`src/rtl/hexss_pkg.sv`:
```
// Shared types and helpers for the hexss multiplexed display scan controller.
// Widths are sized for the largest supported digit count and slot length.
package hexss_pkg;

    localparam int MAX_DIGITS = 32;
    localparam int IDX_W      = 5;
    localparam int CNT_W      = 32;

    typedef enum logic [1:0] {
        IDLE  = 2'd0,
        SHOW  = 2'd1,
        BLANK = 2'd2
    } scan_state_t;

    // Callers truncate the result to their own digit count.
    function automatic logic [MAX_DIGITS-1:0] onehot(input logic [IDX_W-1:0] idx);
        onehot = {{(MAX_DIGITS-1){1'b0}}, 1'b1} << idx;
    endfunction

endpackage

```
`src/rtl/hexss_lzs_mask.sv`:
```
// Leading-zero suppression mask: bit i set when digit i and every digit above it
// hold zero. Digit 0 is never suppressed, so only the upper nibbles come in.
module hexss_lzs_mask #(
    parameter int NDIGITS = 4
) (
    input  logic [4*(NDIGITS-1)-1:0] upper,
    input  logic                     lzs_en,
    output logic [NDIGITS-1:0]       mask
);
    logic zero_run_s;

    // Walk from the most significant digit down, tracking an unbroken run of zeros.
    always_comb begin
        zero_run_s = 1'b1;
        mask       = '0;
        for (int i = NDIGITS - 1; i >= 1; i--) begin
            zero_run_s = zero_run_s & (upper[4*(i-1) +: 4] == 4'h0);
            mask[i]    = lzs_en & zero_run_s;
        end
    end

endmodule

```
`src/rtl/hexss_scan_ctrl.sv`:
```
// Time-multiplexed scan controller feeding one shared hexss decoder.
// All outputs decode from registered state, so no input reaches an output combinationally.
module hexss_scan_ctrl
    import hexss_pkg::*;
#(
    parameter int NDIGITS      = 4,
    parameter int SHOW_CYCLES  = 50000,
    parameter int BLANK_CYCLES = 500
) (
    input  logic                   clk,
    input  logic                   rst,
    input  logic [4*NDIGITS-1:0]   value,
    input  logic                   load,
    input  logic                   enable,
    input  logic                   lamp_test,
    input  logic                   lzs_en,
    output logic [3:0]             hexin,
    output logic                   darkN,
    output logic                   LampTest,
    output logic [NDIGITS-1:0]     digit_sel,
    output logic                   frame_tick
);
    scan_state_t            state_r, state_n_s;
    logic [IDX_W-1:0]       idx_r, idx_n_s, idx_inc_s;
    logic [CNT_W-1:0]       cnt_r, cnt_n_s;
    logic [4*NDIGITS-1:0]   shadow_r;
    logic                   lamp_r, lzs_r;
    logic [NDIGITS-1:0]     sel_s, mask_s;
    logic                   last_idx_s;

    hexss_lzs_mask #(.NDIGITS(NDIGITS)) u_lzs (
        .upper  (shadow_r[4*NDIGITS-1:4]),
        .lzs_en (lzs_r),
        .mask   (mask_s)
    );

    assign last_idx_s = (idx_r == IDX_W'(NDIGITS - 1));
    assign idx_inc_s  = last_idx_s ? '0 : idx_r + IDX_W'(1);
    assign sel_s      = NDIGITS'(onehot(idx_r));

    // Scan state, digit index and slot counter.
    always_ff @(posedge clk) begin
        if (rst) begin
            state_r <= IDLE;
            idx_r   <= '0;
            cnt_r   <= '0;
        end else begin
            state_r <= state_n_s;
            idx_r   <= idx_n_s;
            cnt_r   <= cnt_n_s;
        end
    end

    // Shadow value and per-cycle samples of the display controls.
    always_ff @(posedge clk) begin
        if (rst) begin
            shadow_r <= '0;
            lamp_r   <= 1'b0;
            lzs_r    <= 1'b0;
        end else begin
            if (load) begin
                shadow_r <= value;
            end else begin
                shadow_r <= shadow_r;
            end
            lamp_r <= lamp_test;
            lzs_r  <= lzs_en;
        end
    end

    // Next-state logic; dropping enable always returns to a clean IDLE.
    always_comb begin
        state_n_s = state_r;
        idx_n_s   = idx_r;
        cnt_n_s   = cnt_r;
        if (!enable) begin
            state_n_s = IDLE;
            idx_n_s   = '0;
            cnt_n_s   = '0;
        end else begin
            case (state_r)
                IDLE: begin
                    state_n_s = SHOW;
                    idx_n_s   = '0;
                    cnt_n_s   = '0;
                end
                SHOW: begin
                    if (cnt_r == CNT_W'(SHOW_CYCLES - 1)) begin
                        cnt_n_s = '0;
                        if (BLANK_CYCLES == 0) begin
                            idx_n_s = idx_inc_s;
                        end else begin
                            state_n_s = BLANK;
                        end
                    end else begin
                        cnt_n_s = cnt_r + CNT_W'(1);
                    end
                end
                BLANK: begin
                    if (cnt_r == CNT_W'(BLANK_CYCLES - 1)) begin
                        state_n_s = SHOW;
                        idx_n_s   = idx_inc_s;
                        cnt_n_s   = '0;
                    end else begin
                        cnt_n_s = cnt_r + CNT_W'(1);
                    end
                end
                default: begin
                    state_n_s = IDLE;
                    idx_n_s   = '0;
                    cnt_n_s   = '0;
                end
            endcase
        end
    end

    // Decoder feed and digit strobes; lamp test overrides suppression.
    always_comb begin
        hexin     = 4'h0;
        darkN     = 1'b0;
        LampTest  = 1'b0;
        digit_sel = '0;
        if (state_r == SHOW) begin
            digit_sel = sel_s;
            for (int i = 0; i < NDIGITS; i++) begin
                hexin = hexin | ({4{sel_s[i]}} & shadow_r[4*i +: 4]);
            end
            if (lamp_r) begin
                darkN    = 1'b1;
                LampTest = 1'b1;
            end else if (|(sel_s & mask_s)) begin
                darkN    = 1'b0;
                LampTest = 1'b0;
            end else begin
                darkN    = 1'b1;
                LampTest = 1'b0;
            end
        end else begin
            digit_sel = '0;
        end
    end

    // Pulse on the final cycle of the last digit's slot, i.e. the index wrap.
    always_comb begin
        if (BLANK_CYCLES == 0) begin
            frame_tick = (state_r == SHOW) && last_idx_s && (cnt_r == CNT_W'(SHOW_CYCLES - 1));
        end else begin
            frame_tick = (state_r == BLANK) && last_idx_s && (cnt_r == CNT_W'(BLANK_CYCLES - 1));
        end
    end

endmodule
```
`config.mk`:
```
export PLATFORM = sky130hd
export DESIGN_NAME = hexss_scan_ctrl
export DESIGN_NICKNAME = d
export VERILOG_FILES = /design/src/rtl/hexss_pkg.sv /design/src/rtl/hexss_lzs_mask.sv /design/src/rtl/hexss_scan_ctrl.sv
export SDC_FILE = /design/constraint.sdc
export NUM_CORES = 1
export LEC_CHECK = 0
export ABC_AREA = 1
export CAP_MARGIN = 30
export CELL_PAD_IN_SITES_DETAIL_PLACEMENT = 0
export CELL_PAD_IN_SITES_GLOBAL_PLACEMENT = 2
export CORE_MARGIN = 2
export CORE_UTILIZATION = 34
export CTS_BUF_LIST = sky130_fd_sc_hd__clkbuf_8 sky130_fd_sc_hd__clkbuf_16
export CTS_CLUSTER_DIAMETER = 60
export DETAILED_ROUTE_END_ITERATION = 8
export GPL_TIMING_DRIVEN = 0
export PLACE_DENSITY_LB_ADDON = 0.12
export SETUP_SLACK_MARGIN = 0.1
export SYNTH_ARGS = -nofsm -noshare
export SYNTH_HDL_FRONTEND = slang
export SYNTH_SLANG_ARGS = --single-unit
```
`constraint.sdc`:
```
create_clock -name clk -period 4.15 [get_ports clk]
set_input_delay 0.6225 -clock clk [delete_from_list [all_inputs] [get_ports clk]]
set_output_delay 0.6225 -clock clk [all_outputs]
set_load 0.1 [all_outputs]
```
==> results of run 1 <==
[per-layer routing]
metal,track usage,vias to the layer above
met3,0.0269,11
met2,0.254,33
met5,0,-
met1,0.254,1297
met4,0.0624,0
li1,-,1570
[per-stage QoR]
| step | instances | power [mW] | hold WS [ns] |
|---|---|---|---|
| floorplan | 475 | 0.630 | 0.418 |
| global placement | 635 | 0.666 | 0.429 |
| detailed placement | 635 | 0.667 | 0.440 |
| CTS | 651 | 1.21 | 0.453 |
| global route | 651 | 1.24 | 0.495 |
| finish | 651 | 1.18 | 0.446 |
[registers in the layout, summed over array words and instances (netlist names)]
signal,cells
lzs_r,1
lamp_r,1
cnt_r,32
shadow_r,16
state_r,2
idx_r,5
[worst max-delay path by stage]
stage                          start        to  slack [ns]  depth (start not counted)
2_1_floorplan  idx_r[4]$_SDFFE_PP0P_  hexin[0]        1.11                          7
3_3_place_gp   idx_r[2]$_SDFFE_PP0P_  hexin[0]        0.98                          6
3_5_place_dp   idx_r[2]$_SDFFE_PP0P_  hexin[0]        1.03                          6
4_1_cts        idx_r[2]$_SDFFE_PP0P_  hexin[0]        0.63                          6
5_1_grt        idx_r[2]$_SDFFE_PP0P_  hexin[0]        0.41                          6
6_report       idx_r[2]$_SDFFE_PP0P_  hexin[0]        0.59                          6
[layout by cell type, fill, tap and decap left out, types with 2 or more instances in the layout]
cell,n
nand3_1,26
a211oi_1,4
inv_2,3
buf_12,2
a21oi_1,26
ha_1,6
xnor2_1,2
nand2_1,108
o21ai_1,2
nor2_4,3
nand2_2,4
nor3_1,8
o21ai_0,6
nor3_2,2
nor2_1,88
nand4_1,9
clkinv_2,4
nor4_1,2
nor2_2,22
clkbuf_1,5
inv_1,53
clkdlybuf4s50_1,31
xor2_1,27
clkbuf_8,10
dfxtp_1,57
nand2_4,2
[power breakdown]
group	leakage (nW)	total, mW	internal, mW	switching (mW)
Sequential	0.463	0.565	0.558	0.00704
Combinational	0.830	0.0887	0.0358	0.0529
Clock	0.102	0.529	0.289	0.240
Total	1.39	1.18	0.883	0.300
[critical path: cells and delay by family, from the launching register on]
| family | cells | cell delay [ns] |
|---|---|---|
| buf+inv | 1 | 1.16 |
| flops | 1 | 0.38 |
| compound gates | 3 | 0.52 |
| simple gates | 2 | 0.52 |
[logic make-up after synthesis]
| family | share of synthesized area |
|---|---|
| buffers and inverters | 0.0891 |
| xor gates and xnor gates | 0.0787 |
| AOI/OAI and AO/OA | 0.0663 |
| and+or+nand+nor | 0.389 |
| DFF | 0.353 |
| adders and majority gates | 0.0232 |
[layout make-up]
cell class | count | area [µm²] | area share
sequential | 57 | 1140 | 0.293
tap | 129 | 161 | 0.0414
inverter | 56 | 210 | 0.0539
buffer | 9 | 77.6 | 0.0199
clock inverter | 6 | 57.6 | 0.0148
multi-input combinational | 353 | 1800 | 0.462
clock buffer | 10 | 138 | 0.0353
timing repair buffer | 31 | 310 | 0.0796
==> summary.md, run 1 <==
| Metric | Value |
|---|---|
| Status | `complete, no violations` |
| Cell-by-cell trace of the critical path | `nor2_1 -> nand2_1 -> o21ai_0 -> a21oi_1 -> a21oi_1 -> clkdlybuf4s50_1` |
| Hold Crit Start | `cnt_r[0]$_SDFF_PP0_` |
| Final core utilization | `0.422` |
| Pin count of the biggest net entering global routing | `11` |
| Overall routing resource usage | `0.172` |
| Yosys reg bits | `57` |
| Diode count | `0` |
| Clk root buf | `clkbuf_8` |
| Max Fclk | `0.281 GHz` |
| Via density | `approximately 4.5` |
| Mapped Avg Cell Area | `between 6 and 7 µm²` |
| CTS tree | `done` |
| Number of fill cells | `just under 1000` |
| Chip width | `about 100 µm` |
| Net total in the final layout | `~550` |
| Post-CTS resize count | `0` |
| Critical Path Start Type | `flop` |
| Initial Utilization | `0.349` |
| Worst EP arrival | `2.93 ns` |
| Area after DPL | `~3700 µm²` |
| ANT nets after route | `0` |
| Port bufs | `31` |
| Finished layout cell area | `approximately 3900 µm²` |
| Drt total wl | `a little over 8 mm` |
| Slowest CP cell | `clkdlybuf4s50_1` |
| Hold path cells | `1` |
| CTS H-tree lvls | `3` |
| First-pass GRT wire length | `about 14 mm` |
| Ys flop type | `dfxtp_1` |
| Finish-stage setup viols | `0` |
| Register area share after synthesis | `0.353` |
| Crit Path Max Fanout | `7` |
| R2R Path Start | `cnt_r[0]$_SDFF_PP0_` |
| Clock slew at reported path FFs | `~0.07 ns` |
| Global route overflow | `0` |
| Die Area | `between 10000 and 15000 µm²` |
| Vias in the first global route | `~2800` |
| Max VDD drop | `0.137 mV` |
| Slew at the pin with the worst max-slew slack | `between 0.9 and 1 ns` |
| Hold EP | `cnt_r[0]$_SDFF_PP0_` |
| Bufs on Longest Clock Path | `2` |
| Clock latency on the worst-skew pair | `0.34 ns` |
| DR DRC count | `0` |
| Core Area | `between 9000 and 10000 µm²` |
| Met2 WL | `around 3.4 mm` |
| Yosys top cell by area | `dfxtp_1` |
| Gpl congestion | `0.836` |
| Number of antenna violations at the first check in global routing | `0` |
| Worst setup margin | `0.593 ns` |
| Yosys top cell area share | `0.353` |
| RSZ-0062 raised after global routing | `false` |
| Iter 0 DRT Violations | `about 120` |
| Die height | `101 µm` |
| Clock skew | `around 0.0092 ns` |
| Most common cell on crit path | `a21oi_1` |
| CTS sink cnt | `57` |
| IO Count | `33` |
| CP peak stage delay | `1.16 ns` |
| Period utilization | `0.857` |
| Static Leak | `1.39 nW` |
| WP data required | `~3.5 ns` |
| Routed wl met3 | `about 200 µm` |
| Post-DR wirelength/cell | `about 12 µm` |
| Post-synthesis cell count | `475` |
| Ranking of synthesized cells by area | `dfxtp_1 (35%), nand2_1 (13%), nor2_1 (10%)` |
| Via count | `slightly below 3000` |
| Netlist cell types | `31` |
| Area Overhead vs Synth | `20.7%` |
| Wire length on met1 | `4.40 mm` |
| Fin. max-slew vios | `0` |
| Yosys Warn Count | `0` |
| Max_cap viols | `0` |
| TritonCTS buffer count | `9` |
| Hold buffer count at CTS | `0` |
| Max transition margin | `0.350` |
| FFs w/ async S/R, synth | `0` |
| Capture point of the worst reg-to-reg path | `cnt_r[22]$_SDFF_PP0_` |
| Tmin final | `roughly 3.6 ns` |
| Most common cell in the netlist | `nand2_1` |
| HPWL after detailed placement | `roughly 6.4 mm` |
| Row Count | `35` |
| Pre-CTS setup slack | `a little over 1 ns` |
| Total power divided by cell area | `between 300 and 400 nW/µm²` |
| Worst Setup End Kind | `output port` |
| Worst reg2reg path depth | `11` |
| Setup Buffers After CTS | `0` |
| DR top layer | `met4` |
| Post-Syn Area | `between 3000 and 4000 µm²` |
| Synth cell count leaders | `nand2_1 (108), nor2_1 (88), dfxtp_1 (57), inv_1 (53), xor2_1 (27)` |
| Post-synth EDFFs | `0` |
| Hold crit path type | `reg -> reg` |
| Worst R2R Setup Slack | `2.31 ns` |
| Worst Setup Path Type | `reg -> out` |
| Syn_nets | `503` |
| Drt pass-1 iters | `4` |
| Layout cells sized above 1 | `0.109` |
| Fin. Hold Viols | `0` |
| Setup Total Neg Slack | `0 ns` |
(Power assumes the default switching activity.)
==> run 2, diff against run 1 <==
Settings changed: ABC_AREA 1 to unset, CORE_UTILIZATION 34 to 37, SYNTH_HIERARCHICAL set to 1.
==> run 2 against run 1 <==
Net effect:
- combinational power is essentially flat
- via count shrank 20%
- power shrank 0.86%
- clock power shrank 2%
- global-route usage shrank 1.0 points
- critical path type unchanged
- critical endpoint is now digit_sel[2]
==> summary.md, run 2 <==
| Metric | Value |
|---|---|
| Pin count of the biggest net entering global routing | `11 (unchanged)` |
| End point of the critical path | `digit_sel[2]` |
| Yosys top cell area share | `0.393 (+0.0401)` |
| Area of the multi-input gates | `1660 µm² (-8.1%)` |
| WHS | `0.464 ns (+0.0182 ns)` |
| Seq pwr share | `0.483 (+0.005)` |
| FFs w/ async S/R, synth | `0 (unchanged)` |
| Yosys Warn Count | `6 (+6)` |
| Hold buffer count at CTS | `0 (unchanged)` |
| Net total in the final layout | `384 (-30%)` |
| Cell-by-cell trace of the critical path | `nor3_1 -> nand2_1 -> nor3b_1 -> clkdlybuf4s50_1` |
| Clock skew | `0.0107 ns (+0.00152 ns)` |
| Post-synth EDFFs | `0 (unchanged)` |
| Worst reg2reg path depth | `7 (-4)` |
| Clock share of power | `0.442 (-0.005)` |
| CTS sink cnt | `57 (unchanged)` |
| Setup Total Neg Slack | `0 ns (unchanged)` |
| Synth Area in Compound Gates | `0.0449 (-0.0214)` |
| Total power divided by cell area | `332 nW/µm² (+9.2%)` |
| Static Leak | `1.32 nW (-5.6%)` |
| IO Count | `33 (unchanged)` |
| Largest Register | `cnt_r` |
| Post-DR wirelength/cell | `13.8 µm (+11%)` |
| FF/Latch Area | `1140 µm² (unchanged)` |
| Status | `complete, no violations` |
| CP startpoint | `idx_r[2]$_SDFFE_PP0P_` |
| R2R Path Start | `cnt_r[0]$_SDFF_PP0_` |
| Mapped Avg Cell Area | `9.24 µm² (+36%)` |
| Worst Setup End Kind | `output port` |
| CTS H-tree lvls | `3 (unchanged)` |
| HPWL after detailed placement | `4.63 mm (-27%)` |
| DR DRC count | `0 (unchanged)` |
| Overall routing resource usage | `0.162 (-0.0103)` |
| Commonest non-fill, non-tap cell in the layout | `nor2_1` |
| Sw Share | `0.242 (-0.0119)` |
| Clock latency on the worst-skew pair | `0.34 ns (about the same)` |
| CTS tree | `done` |
| Via count | `2315 (-20%)` |
| Area Overhead vs Synth | `21.9%` |
| Slew at the pin with the worst max-slew slack | `0.977 ns (+0.00508 ns)` |
| Drt pass-1 iters | `4 (unchanged)` |
| First-pass GRT wire length | `10.9 mm (-20%)` |
| Final core utilization | `0.462 (+0.0407)` |
| Number of antenna violations at the first check in global routing | `0 (unchanged)` |
| Die height | `92.5 µm (-8.8%)` |
| Most common cell in the netlist | `nor2_1` |
| Critical path depth in cells | `4 (-2)` |
| Global route overflow | `0 (unchanged)` |
| WP data required | `3.53 ns (about the same)` |
| Via density | `5.00 (+12%)` |
| Yosys top cell by area | `dfxtp_1` |
| Bufs on Longest Clock Path | `2 (unchanged)` |
| Iter 0 DRT Violations | `54 (-53%)` |
| Post-synthesis xor/xnor area fraction | `0.0906 (+0.0119)` |
| Initial Utilization | `0.379 (+0.0298)` |
| Buffers and inverters on the worst path | `1 (unchanged)` |
| RSZ-0062 raised after global routing | `false` |
| Total power | `1.17 mW (-0.86%)` |
| Int Pwr | `0.889 mW (+0.72%)` |
| Logic pwr share | `0.075 (about the same)` |
| Yosys reg bits | `57 (unchanged)` |
| Drt total wl | `6.38 mm (-21%)` |
| Clk root buf | `clkbuf_8` |
| Finish-stage setup viols | `0 (unchanged)` |
| Worst EP arrival | `3.02 ns (+0.09 ns)` |
| Worst R2R Setup Slack | `1.95 ns (-0.36 ns)` |
| Fin. max-slew vios | `0 (unchanged)` |
| Mux cell area share after synthesis | `0.0940 (+0.0940)` |
| Fin. Hold Viols | `0 (unchanged)` |
| Switching Power | `0.283 mW (-5.5%)` |
| Max transition margin | `0.346 (-0.00340)` |
| Die Area | `8560 µm² (-17%)` |
| Simple-Gate Fraction of Synth Area | `0.314 (-0.0753)` |
| Main combinational cell family by area after synthesis | `simple AND/OR/NAND/NOR gates` |
| Chip width | `92.5 µm (-8.8%)` |
| Number of fill cells | `761 (-24%)` |
| Netlist cell types | `47 (+52%)` |
| Hold crit path type | `reg -> reg` |
| Gpl congestion | `0.705 (-16%)` |
| Regs by FF count | `cnt_r x32, shadow_r x16, idx_r x5` |
| Crit-path leading delay family | `buffers and inverters` |
| Capture point of the worst reg-to-reg path | `cnt_r[8]$_SDFF_PP0_` |
| TritonCTS buffer count | `9 (unchanged)` |
| Critical Path Start Type | `flop` |
| Post-Syn Area | `2900 µm² (-10%)` |
| Worst Setup Path Type | `reg -> out` |
| Diode count | `0 (unchanged)` |
| Period utilization | `0.877 (+0.0202)` |
| Max_cap viols | `0 (unchanged)` |
| Ys flop type | `dfxtp_1` |
| Max VDD drop | `0.301 mV (+120%)` |
| Post-synthesis cell count | `314 (-34%)` |
| Syn_nets | `342 (-32%)` |
| ANT nets after route | `0 (unchanged)` |
| Vias in the first global route | `2233 (-20%)` |
| Row Count | `32 (-8.6%)` |
| CP peak stage delay | `1.17 ns (about the same)` |
| Clock slew at reported path FFs | `0.07 ns (about the same)` |
| Most frequent cells in the layout | `nor2_1 (60), dfxtp_1 (57), clkdlybuf4s50_1 (30)` |
| Largest register FFs | `32 (unchanged)` |
| Crit Path Max Fanout | `9 (+2)` |
| Layout cells sized above 1 | `0.127 (+0.0182)` |
| Synth cell count leaders | `nor2_1 (60), dfxtp_1 (57), nand3_1 (22), xor2_1 (22), nand2_1 (17)` |
| Max Fclk | `0.275 GHz (-2.3%)` |
| Core Area | `7650 µm² (-17%)` |
| Slowest CP cell | `clkdlybuf4s50_1` |
| Ranking of synthesized cells by area | `dfxtp_1 (39%), nor2_1 (7.8%), xor2_1 (6.6%)` |
| Tmin final | `3.64 ns (+0.0838 ns)` |
| Register area share after synthesis | `0.393 (+0.0401)` |
| Adder-cell share of the synthesized area | `0.0259 (+0.00264)` |
| Port bufs | `31 (unchanged)` |
run 2: changes by cell type after synthesis, sizes merged, moves of 7 or more:
| cell | previous run | this run |
|---|---|---|
| mux2i | 0 | 16 |
| inv | 56 | 7 |
| nor2 | 113 | 60 |
| nand2 | 114 | 17 |
| nor4 | 2 | 10 |
| a21oi | 26 | 2 |
| and3 | 0 | 12 |
| o21ai | 8 | 1 |
run 2: kinds of logic after synthesis:
kind of cell             Yosys count
multiplexers                      21
buffers and inverters             22
flip-flops                        57
XOR/XNOR                          30
other                              1
adder cells (fa/ha/maj)            6
AND/OR/NAND/NOR                  160
AO/OA/AOI/OAI                     17
run 2: how the worst min path moves through the flow:
stage                                   start                   to  slack [ns]  depth (start not counted)
after floorplan           cnt_r[0]$_SDFF_PP0_  cnt_r[0]$_SDFF_PP0_        0.43                          1
after global placement    cnt_r[0]$_SDFF_PP0_  cnt_r[0]$_SDFF_PP0_        0.45                          1
after detailed placement  cnt_r[0]$_SDFF_PP0_  cnt_r[0]$_SDFF_PP0_        0.45                          1
after CTS                 cnt_r[0]$_SDFF_PP0_  cnt_r[0]$_SDFF_PP0_        0.47                          1
after global routing      cnt_r[0]$_SDFF_PP0_  cnt_r[0]$_SDFF_PP0_        0.51                          1
final                     cnt_r[0]$_SDFF_PP0_  cnt_r[0]$_SDFF_PP0_        0.46                          1
run 2: through the flow:
step / std cells / area (µm²) / setup slack [ns]
floorplan: 314 / 2900 / 0.332
global placement: 447 / 3340 / 0.558
detailed placement: 447 / 3340 / 0.554
CTS: 463 / 3530 / 0.167
global route: 463 / 3540 / 0.374
finish: 463 / 3540 / 0.509
run 2: area by class of cell:
class / count / area share
repair buffers: 31 / 0.0885
plain buffers: 15 / 0.0219
clock inverters: 6 / 0.0163
multi-input cells: 235 / 0.468
inverters: 7 / 0.00743
clock buffers: 10 / 0.0389
well taps: 102 / 0.0361
flip-flops and latches: 57 / 0.323
run 2: timing repair:
action                     4_1_cts  5_1_grt
buffers inserted                 0        0
setup endpoints to repair        0        1
gates resized for setup          0        1
run 2: metal layers:
layer / GRT usage / share of wire
met1: 0.212 / 0.49
met2: 0.256 / 0.45
met3: 0.0301 / 0.037
met4: 0.0808 / 0.017
met5: 0 / 0
run 2: power by group through the flow:
stage / clock [mW] / sequential (mW) / combinational [mW]
final: 0.518 / 0.566 / 0.0884
after global routing: 0.561 / 0.567 / 0.0951
after detailed placement: 0 / 0.579 / 0.0883
after floorplan: 0 / 0.575 / 0.0572
after CTS: 0.537 / 0.566 / 0.0889
after global placement: 0 / 0.579 / 0.0887
run 2: worst register-to-register path, delay by kind of cell (launching register included):
kind | cells | cell delay (ns)
AND/OR/NAND/NOR | 3 | 0.50
AO/OA/AOI/OAI | 2 | 0.71
adder cells (fa/ha/maj) | 1 | 0.24
buffers and inverters | 1 | 0.28
flip-flops | 1 | 0.37
==> run 3, diff against run 2 <==
Settings changed: SKIP_LAST_GASP set to 1.
==> results of run 3 <==
No change in the layout: final DEF, timing and power equal those of run 2.
